[src/rtl/dip_replacement_unit.sv]
// Per-set tree-PLRU replacement engine with LRU/BIP set dueling for the data cache.
// victim_way is combinational (zero latency); updates commit at the next edge; no backpressure, every fill pulse is taken.
module dip_replacement_unit #(
  parameter  int NUM_WAYS     = 4,
  parameter  int INDEX_WIDTH  = 5,
  parameter  int PSEL_WIDTH   = 10,
  parameter  int BIP_EPS_LOG2 = 5,
  parameter  int LEADER_LOG2  = 3,
  localparam int WAY_W        = $clog2(NUM_WAYS),
  localparam int DEPTH        = 2 ** INDEX_WIDTH
) (
  input  logic                   clk,
  input  logic                   rst_n,
  input  logic                   lookup_valid,
  input  logic [INDEX_WIDTH-1:0] lookup_index,
  input  logic                   lookup_hit,
  input  logic [WAY_W-1:0]       lookup_way,
  input  logic [NUM_WAYS-1:0]    set_valid_mask,
  output logic [WAY_W-1:0]       victim_way,
  input  logic                   fill_valid,
  input  logic [INDEX_WIDTH-1:0] fill_index,
  input  logic [WAY_W-1:0]       fill_way,
  output logic                   policy_bip,
  output logic [PSEL_WIDTH-1:0]  psel
);

  typedef logic [NUM_WAYS-2:0] tree_t;

  localparam logic [PSEL_WIDTH-1:0] PSEL_INIT = {1'b0, {(PSEL_WIDTH-1){1'b1}}};

  tree_t                   plru_q [DEPTH];
  logic [BIP_EPS_LOG2-1:0] bip_ctr_q;
  logic [PSEL_WIDTH-1:0]   psel_q;

  // Heap node n lives at bit n-1; each node on w's path is pointed away from w.
  function automatic tree_t promote(input tree_t t, input logic [WAY_W-1:0] w);
    tree_t r;
    int    node;
    r = t;
    for (int l = 0; l < WAY_W; l++) begin
      node        = (1 << l) | (int'(w) >> (WAY_W - l));
      r[node - 1] = ~w[WAY_W - 1 - l];
    end
    return r;
  endfunction

  tree_t            cur_tree;
  int               walk_node;
  logic [WAY_W-1:0] tree_victim;
  logic [WAY_W-1:0] inv_way;
  logic             inv_found;

  always_comb begin
    cur_tree    = plru_q[lookup_index];
    walk_node   = 1;
    tree_victim = '0;
    inv_way     = '0;
    inv_found   = 1'b0;
    for (int l = 0; l < WAY_W; l++) begin
      walk_node = 2 * walk_node + int'(cur_tree[walk_node - 1]);
    end
    tree_victim = WAY_W'(walk_node - NUM_WAYS);
    for (int w = NUM_WAYS - 1; w >= 0; w--) begin
      if (!set_valid_mask[w]) begin
        inv_way   = WAY_W'(w);
        inv_found = 1'b1;
      end
    end
    victim_way = inv_found ? inv_way : tree_victim;
  end

  logic [LEADER_LOG2-1:0] fill_low;
  logic                   lru_leader;
  logic                   bip_leader;
  logic                   fill_uses_bip;
  logic                   fill_promote;
  logic                   hit_update;

  assign fill_low      = fill_index[LEADER_LOG2-1:0];
  assign lru_leader    = (fill_low == '0);
  assign bip_leader    = &fill_low;
  assign fill_uses_bip = bip_leader | (!lru_leader & policy_bip);
  assign fill_promote  = fill_valid & (!fill_uses_bip | (bip_ctr_q == '0));
  // A fill to the same set takes precedence over a concurrent hit.
  assign hit_update    = lookup_valid & lookup_hit
                         & !(fill_valid && (fill_index == lookup_index));

  always_ff @(posedge clk) begin
    if (!rst_n) begin
      for (int i = 0; i < DEPTH; i++) plru_q[i] <= '0;
      bip_ctr_q <= '0;
      psel_q    <= PSEL_INIT;
    end else begin
      if (hit_update)   plru_q[lookup_index] <= promote(plru_q[lookup_index], lookup_way);
      if (fill_promote) plru_q[fill_index]   <= promote(plru_q[fill_index], fill_way);
      if (fill_valid) begin
        bip_ctr_q <= bip_ctr_q + BIP_EPS_LOG2'(1);
        if (lru_leader && (psel_q != '1))      psel_q <= psel_q + PSEL_WIDTH'(1);
        else if (bip_leader && (psel_q != '0)) psel_q <= psel_q - PSEL_WIDTH'(1);
      end
    end
  end

  assign psel       = psel_q;
  assign policy_bip = psel_q[PSEL_WIDTH-1];

endmodule

[config.mk]
export PLATFORM = sky130hd
export DESIGN_NAME = dip_replacement_unit
export DESIGN_NICKNAME = d
export VERILOG_FILES = /design/src/rtl/dip_replacement_unit.sv
export SDC_FILE = /design/constraint.sdc
export NUM_CORES = 1
export LEC_CHECK = 0
export CORE_UTILIZATION = 35
export CTS_CLUSTER_DIAMETER = 100
export CTS_CLUSTER_SIZE = 30
export DETAILED_ROUTE_END_ITERATION = 16
export PLACE_DENSITY = 0.5
export RECOVER_POWER = 100
export SYNTH_ARGS = -nofsm -noshare
export SYNTH_HDL_FRONTEND = slang
export SYNTH_SLANG_ARGS = --single-unit
[constraint.sdc]
create_clock -name clk -period 2.82 [get_ports clk]
set_input_delay 0.564 -clock clk [delete_from_list [all_inputs] [get_ports clk]]
set_output_delay 0.564 -clock clk [all_outputs]
set_load 0.01 [all_outputs]
==> results of run 1 <==
-- state kept, by name (all words and copies together) (netlist names) --
signal and flops:
plru_q 96, psel 10, bip_ctr_q 5
-- worst register-to-register path: cells and delay by family, from the launching register on --
family / cells / cell delay [ns]
AO/OA/AOI/OAI: 3 / 0.46
flip-flops: 1 / 0.44
multiplexers: 2 / 1.00
buffers and inverters: 2 / 0.38
-- cell type report --
| cell class | instances | area (sq um) |
|---|---|---|
| repair buffers | 205 | 1750 |
| flip-flops and latches | 111 | 3180 |
| well taps | 260 | 325 |
| multi-input cells | 487 | 3580 |
| inverters | 9 | 33.8 |
| fillers | 1797 | 9810 |
| clock inverters | 3 | 17.5 |
| clock buffers | 13 | 260 |
-- metal layers --
layer,GRT usage (%),routed length (um),vias up
met3,4.14,1620,44
met2,44.5,12600,281
met4,9.39,697,0
met1,33.3,10500,3172
li1,-,-,2906
met5,0,0,-
-- worst paths after layout --
check,cells past startpoint,slack [ns],end
setup / recovery,8,0.07,victim_way[0]
hold / removal,2,0.54,psel[8]
setup reg to reg,7,0.28,plru_q[26][2]
hold reg to reg,2,0.54,psel[8]
-- per-stage QoR --
step	total power, W	instance area (sq um)	TNS (ns)	instances	setup WS, ns
after floorplan	0.00235	6880	-0.00846	655	-0.00846
after global placement	0.00275	8580	-62.19	1053	-0.751
after detailed placement	0.00275	8580	-61.28	1053	-0.790
after CTS	0.00404	9080	0	1081	0.00580
after global routing	0.00418	9150	-0.00293	1088	-0.00293
final	0.00404	9150	0	1088	0.0654
-- logic make-up after synthesis --
group | share of synthesized area, %
xor gates and xnor gates | 2.04
buffers and inverters | 4.03
and+or+nand+nor | 15.8
AOI/OAI and AO/OA | 15.6
DFF | 46.4
muxes | 14.0
adders and majority gates | 2.12
-- what timing repair did --
| action | in CTS | in global routing |
|---|---|---|
| setup buffers | 11 | 4 |
| setup endpoints to repair | 70 | 50 |
| gates cloned | 1 | 3 |
| gates resized for setup | 55 | 15 |
| pin swaps | 11 | 6 |
-- placed cells by master, fill, tap and decap left out, types with 8 or more instances in the layout --
master / synthesis / layout
dfxtp_1: 15 / 15
o21ai_1: 9 / 8
clkbuf_16: 0 / 12
nand3_1: 36 / 34
nor2_1: 17 / 17
mux2i_1: 52 / 42
o22ai_1: 110 / 104
xnor2_1: 11 / 11
o21ai_0: 8 / 8
nand2_1: 107 / 107
edfxtp_1: 96 / 96
nand2b_1: 8 / 8
buf_4: 7 / 122
mux4_2: 19 / 19
clkdlybuf4s50_1: 0 / 12
ha_1: 10 / 10
clkbuf_4: 0 / 13
clkbuf_1: 21 / 16
dlygate4sd3_1: 0 / 13
nor3_1: 9 / 8
-- power by group through the flow --
| stage | Combinational [W] | Sequential [W] | Clock [W] |
|---|---|---|---|
| floorplan | 0.000430 | 0.00192 | 0 |
| global placement | 0.000818 | 0.00193 | 0 |
| detailed placement | 0.000824 | 0.00193 | 0 |
| CTS | 0.000869 | 0.00190 | 0.00127 |
| global route | 0.000938 | 0.00191 | 0.00133 |
| finish | 0.000880 | 0.00190 | 0.00126 |
==> metrics.md, run 1 <==
| Metric | Value |
|---|---|
| Top post-synthesis cells by count | `o22ai_1 (110), nand2_1 (107), edfxtp_1 (96), mux2i_1 (52), nand3_1 (36)` |
| Combinational share of power | `21.8%` |
| Fin Hold WS | `0.540 ns` |
| Worst Setup SP | `lookup_index[0]` |
| Fin crit period | `2.75 ns` |
| CTS tree | `built` |
| Critical Path Start Type | `input port` |
| Reg2Reg Launch Point | `plru_q[0][2]` |
| Util after Layout | `48.3%` |
| Crit path buffers/inverters | `3` |
| Initial Util | `36.2%` |
| Worst-Margin Slew | `0.452 ns` |
| Switching portion of total power | `28.1%` |
| Number of clock sinks | `111` |
| CTS clk-pin slew, worst paths | `0.07 ns` |
| Clk_lat worst skew | `0.37 ns` |
| I/O Buffers | `35` |
| Nets | `857` |
| Area Overhead vs Synth | `33.4%` |
| DRC violations left | `0` |
| Pwr/cell area | `442 nW/um^2` |
| CP dominant cell by count | `o21ai_1` |
| Synthesized cell area | `6860 sq um` |
| Die ar. | `20200 sq um` |
| Vias/cell | `5.89` |
| GRT Total Usage | `26.1%` |
| Pins Over Slew Limit | `0` |
| Hold_sp | `psel[8]` |
| Highest Clock Rate | `0.363 GHz` |
| Row cnt | `50` |
| Root buf cell | `clkbuf_16` |
| Die extent in x | `142 um` |
| Total CTS buffers | `9` |
| FFs w/ async S/R, synth | `0%` |
| HPWL Detailed | `19300 um` |
| Net Sw Power | `0.00114 W` |
| Vias | `6403` |
| Routed wire length | `25400 um` |
| Cell with the most instances after synthesis | `o22ai_1` |
| Post-synthesis sequential area ratio | `46.4%` |
| Vias in the first global route | `6387` |
| Synth top area cells | `edfxtp_1 (42%), o22ai_1 (10%), mux2i_1 (7.6%), mux4_2 (6.2%), nand2_1 (5.9%)` |
| Boundary Pins | `36` |
| CTS H-Tree Depth | `3` |
| Hold Path Class | `reg -> reg` |
| Crit path kind | `in -> out` |
| Antenna Diode Count | `0` |
| Internal Pwr Total | `0.00290 W` |
| Synthesized area per cell | `10.5 sq um` |
| Post-synth EDFFs | `96` |
| Overflow after GRT | `0` |
| Synth unique cells | `57` |
| Top_reg_cell synth | `edfxtp_1` |
| DIE HEIGHT | `142 um` |
| Cell count after synthesis | `655` |
| Peak supply drop | `0.302 mV` |
| Final setup viols | `0` |
| Post-route ant nets | `0` |
| Max cap viols | `0` |
| Placer congestion estimate | `0.955` |
| Core area | `19000 sq um` |
| CP endpoint kind | `primary output` |
| Data arrival, critical path | `2.19 ns` |
| Initial antenna violation count | `0` |
| Layout cells sized above 1 | `28.9%` |
| Post-synth top area share | `42.0%` |
| Max FO, Critical Path | `5` |
| CP peak stage delay | `0.53 ns` |
| Slowest CP cell | `mux4_2` |
| First-pass GRT wire length | `38300 um` |
| Top Family by Delay on Critical Path | `multiplexers` |
| Largest net degree at the start of global routing | `33` |
| Final clock skew | `0.0102 ns` |
| Max Root-Sink Buffers | `2` |
| DR iter-0 viols | `661` |
| Fin crit share | `97.7%` |
| Hold Vio Cnt, Final | `0` |
| Critical-path cell list | `buf_16, buf_4, mux4_2, a32oi_1, o21ai_1, mux2i_1, o21ai_1, buf_2` |
| Net Count, Synth | `689` |
| Clk pwr share | `31.2%` |
| Worst Path Required | `2.26 ns` |
| Reg power frac | `47.0%` |
| Yosys warnings | `0` |
| #FFs+latches synth | `111` |
| Rel. slew slack | `69.9%` |
| Status | `complete, no violations` |
| Leak | `3.41 nW` |
| Mean routed wirelength per cell | `23.4 um` |
| Drt first pass iters | `7` |
| Yosys top cell by area | `edfxtp_1` |
| Post-CTS Hold Buffers | `0` |
Note: power is estimated with default switching activity, not from simulation.
==> inputs of run 2 (changes only) <==
- TNS_END_PERCENT: unset -> 10
==> run 2 against run 1 <==
  * The run now ends with negative setup slack left
  * Worst hold slack better by 0.0031 ns
  * Cell area is 5.6% higher
  * Via count is 4.5% higher
==> metrics.md, run 2 (synthesis results as in run 1) <==
| Metric | Value |
|---|---|
| Max cap viols | `0 (unchanged)` |
| Worst Hold Depth | `2 (unchanged)` |
| Routed wire length | `28200 um (+11%)` |
| Mean routed wirelength per cell | `25.3 um (+8.5%)` |
| Vias | `6690 (+4.5%)` |
| Boundary Pins | `36 (unchanged)` |
| Rel. slew slack | `62.8% (-7.1 points)` |
| Vias in the first global route | `6554 (+2.6%)` |
| Pre-CTS setup slack | `-0.777 ns (+0.0127 ns)` |
| Initial Util | `36.2% (unchanged)` |
| Reg power frac | `44.6% (-2.4 points)` |
| Inst Count DP | `1058 (+0.47%)` |
| Worst Path Required | `2.26 ns (about the same)` |
| Commonest non-fill, non-tap cell in the layout | `buf_4` |
| Final clock skew | `0.00652 ns (-0.00366 ns)` |
| Clk_lat worst skew | `0.36 ns (about the same)` |
| GRT Total Usage | `27.9% (+1.9 points)` |
| Max FO, Critical Path | `5 (unchanged)` |
| FILL cells | `1739 (-3.2%)` |
| Area of the multi-input gates | `3700 sq um (+3.6%)` |
| RSZ-0062 raised after global routing | `true` |
| Net Sw Power | `0.00123 W (+8.5%)` |
| Fin Hold WS | `0.543 ns (+0.00309 ns)` |
| Hold endpoint | `psel[3]` |
| CP peak stage delay | `0.55 ns (+0.02 ns)` |
| CTS tree | `built` |
| Root buf cell | `clkbuf_16` |
| Hold_sp | `psel[3]` |
| Critical Path Start Type | `input port` |
| CP endpoint kind | `primary output` |
| DRC violations left | `0 (unchanged)` |
| Fin worst setup slack | `-0.0302 ns (-0.0956 ns)` |
| Vias/cell | `6.01 (+2.1%)` |
| Clk pwr share | `30.7% (-0.5 points)` |
| R2r worst-path depth | `10 (+3)` |
| Number of clock sinks | `111 (unchanged)` |
| Total CTS buffers | `9 (unchanged)` |
| Hold Path Class | `reg -> reg` |
| First-pass GRT wire length | `40700 um (+6.0%)` |
| Area Overhead vs Synth | `40.9%` |
| Initial antenna violation count | `0 (unchanged)` |
| Antenna Diode Count | `0 (unchanged)` |
| Highest Clock Rate | `0.351 GHz (-3.4%)` |
| Overflow after GRT | `0 (unchanged)` |
| Max Root-Sink Buffers | `2 (unchanged)` |
| Pwr/cell area | `441 nW/um^2 (about the same)` |
| Data arrival, critical path | `2.29 ns (+0.10 ns)` |
| Hold Vio Cnt, Final | `0 (unchanged)` |
| Reg2Reg Launch Point | `psel[7]` |
| Peak supply drop | `0.314 mV (+3.9%)` |
| Crit path kind | `in -> out` |
| Final setup viols | `1 (+1)` |
| Post-route ant nets | `0 (unchanged)` |
| CTS H-Tree Depth | `3 (unchanged)` |
| Most frequent cells in the layout | `buf_4 (128), nand2_1 (107), o22ai_1 (99), edfxtp_1 (96), mux2i_1 (37)` |
| Post-Layout Cell Count | `1113 (+2.3%)` |
| DR iter-0 viols | `639 (-3.3%)` |
| Core area | `19000 sq um (unchanged)` |
| Register Area | `3180 sq um (unchanged)` |
| Combinational share of power | `24.7% (+2.9 points)` |
| Placer congestion estimate | `0.945 (-1.1%)` |
| DIE HEIGHT | `142 um (unchanged)` |
| Internal Pwr Total | `0.00303 W (+4.4%)` |
| Fin crit share | `101% (+3.4 points)` |
| Die ar. | `20200 sq um (unchanged)` |
| Layout cells sized above 1 | `32.7% (+3.8 points)` |
| Max reg flops | `96 (unchanged)` |
| Leak | `3.64 nW (+6.6%)` |
| Largest net degree at the start of global routing | `33 (unchanged)` |
| Top reg by flops | `plru_q` |
| Worst-Margin Slew | `0.552 ns (+0.100 ns)` |
| HPWL Detailed | `19400 um (+0.72%)` |
| Slowest CP cell | `mux4_2` |
| Switching portion of total power | `28.9% (+0.79 points)` |
| R2r setup slk | `0.13 ns (-0.15 ns)` |
| CTS clk-pin slew, worst paths | `0.07 ns (about the same)` |
| I/O Buffers | `35 (unchanged)` |
| Status | `finished with violations` |
| Fin crit period | `2.85 ns (+0.0956 ns)` |
| RR Endpoint | `psel[8]` |
| Drt first pass iters | `5 (-2)` |
| Pins Over Slew Limit | `0 (unchanged)` |
| Die extent in x | `142 um (unchanged)` |
| Nets | `882 (+2.9%)` |
| Critical-path cell list | `buf_12, buf_12, buf_4, mux4_2, a21oi_2, o211ai_1, buf_4, o211a_1, buf_2` |
| Violated checks | `negative setup slack` |
| Setup TNS | `-0.0302 ns (-0.0302 ns)` |
| Row cnt | `50 (unchanged)` |
==> run 2: per-stage QoR <==
step / power, W / util (%) / area (sq um)
5_1_grt: 0.00437 / 51.0 / 9660
3_5_place_dp: 0.00276 / 45.5 / 8630
6_report: 0.00426 / 51.0 / 9660
4_1_cts: 0.00416 / 49.3 / 9340
2_1_floorplan: 0.00235 / - / 6870
3_3_place_gp: 0.00275 / 45.5 / 8630
==> run 2: what timing repair did <==
action / in CTS / in global routing
buffers inserted: 15 / 20
hold buffers: 0 / 0
setup endpoints to repair: 108 / 85
pin swaps: 12 / 19
cloned: 4 / 4
hold endpoints to repair: 0 / 0
resized for setup: 68 / 40
==> run 2: area by class of cell <==
cell class | instances | area share (%)
Sequential cell | 111 | 32.9
Clock inverter | 1 | 0.0907
Multi-Input combinational cell | 487 | 38.3
Clock buffer | 15 | 2.89
Tap cell | 260 | 3.37
Timing Repair Buffer | 230 | 22.0
Inverter | 9 | 0.350
==> run 2: metal layers <==
metal / wire, um / GRT usage (%) / share of wire, % / vias up
met5: 0 / 0 / 0 / -
met4: 1240 / 12.2 / 4.4 / 0
met3: 2070 / 3.87 / 7.4 / 77
met2: 13700 / 48.2 / 49 / 316
met1: 11200 / 34.8 / 40 / 3328
li1: - / - / - / 2969
==> run 2: power groups by stage <==
stage | sequential (W) | clock, W | combinational, W
5_1_grt | 0.00191 | 0.00137 | 0.00110
2_1_floorplan | 0.00192 | 0 | 0.000427
4_1_cts | 0.00190 | 0.00132 | 0.000944
3_5_place_dp | 0.00193 | 0 | 0.000832
6_report | 0.00190 | 0.00131 | 0.00105
3_3_place_gp | 0.00193 | 0 | 0.000823
==> run 2: how the worst max path moves through the flow <==
| stage | from | end | slack, ns | cells after the start |
|---|---|---|---|---|
| 2_1_floorplan | fill_index[1] | psel[6] | -0.03 | 12 |
| 4_1_cts | lookup_index[0] | victim_way[1] | -0.01 | 10 |
| 6_report | lookup_index[0] | victim_way[1] | -0.03 | 9 |
| 3_5_place_dp | lookup_index[4] | victim_way[1] | -0.78 | 8 |
| 3_3_place_gp | lookup_index[4] | victim_way[0] | -0.78 | 8 |
| 5_1_grt | lookup_index[0] | victim_way[0] | -0.10 | 12 |
==> run 2: worst max-delay path: cells and delay by family <==
| family | cells | cell delay, ns |
|---|---|---|
| AOI/OAI and AO/OA | 3 | 0.51 |
| buffers and inverters | 5 | 0.66 |
| muxes | 1 | 0.55 |
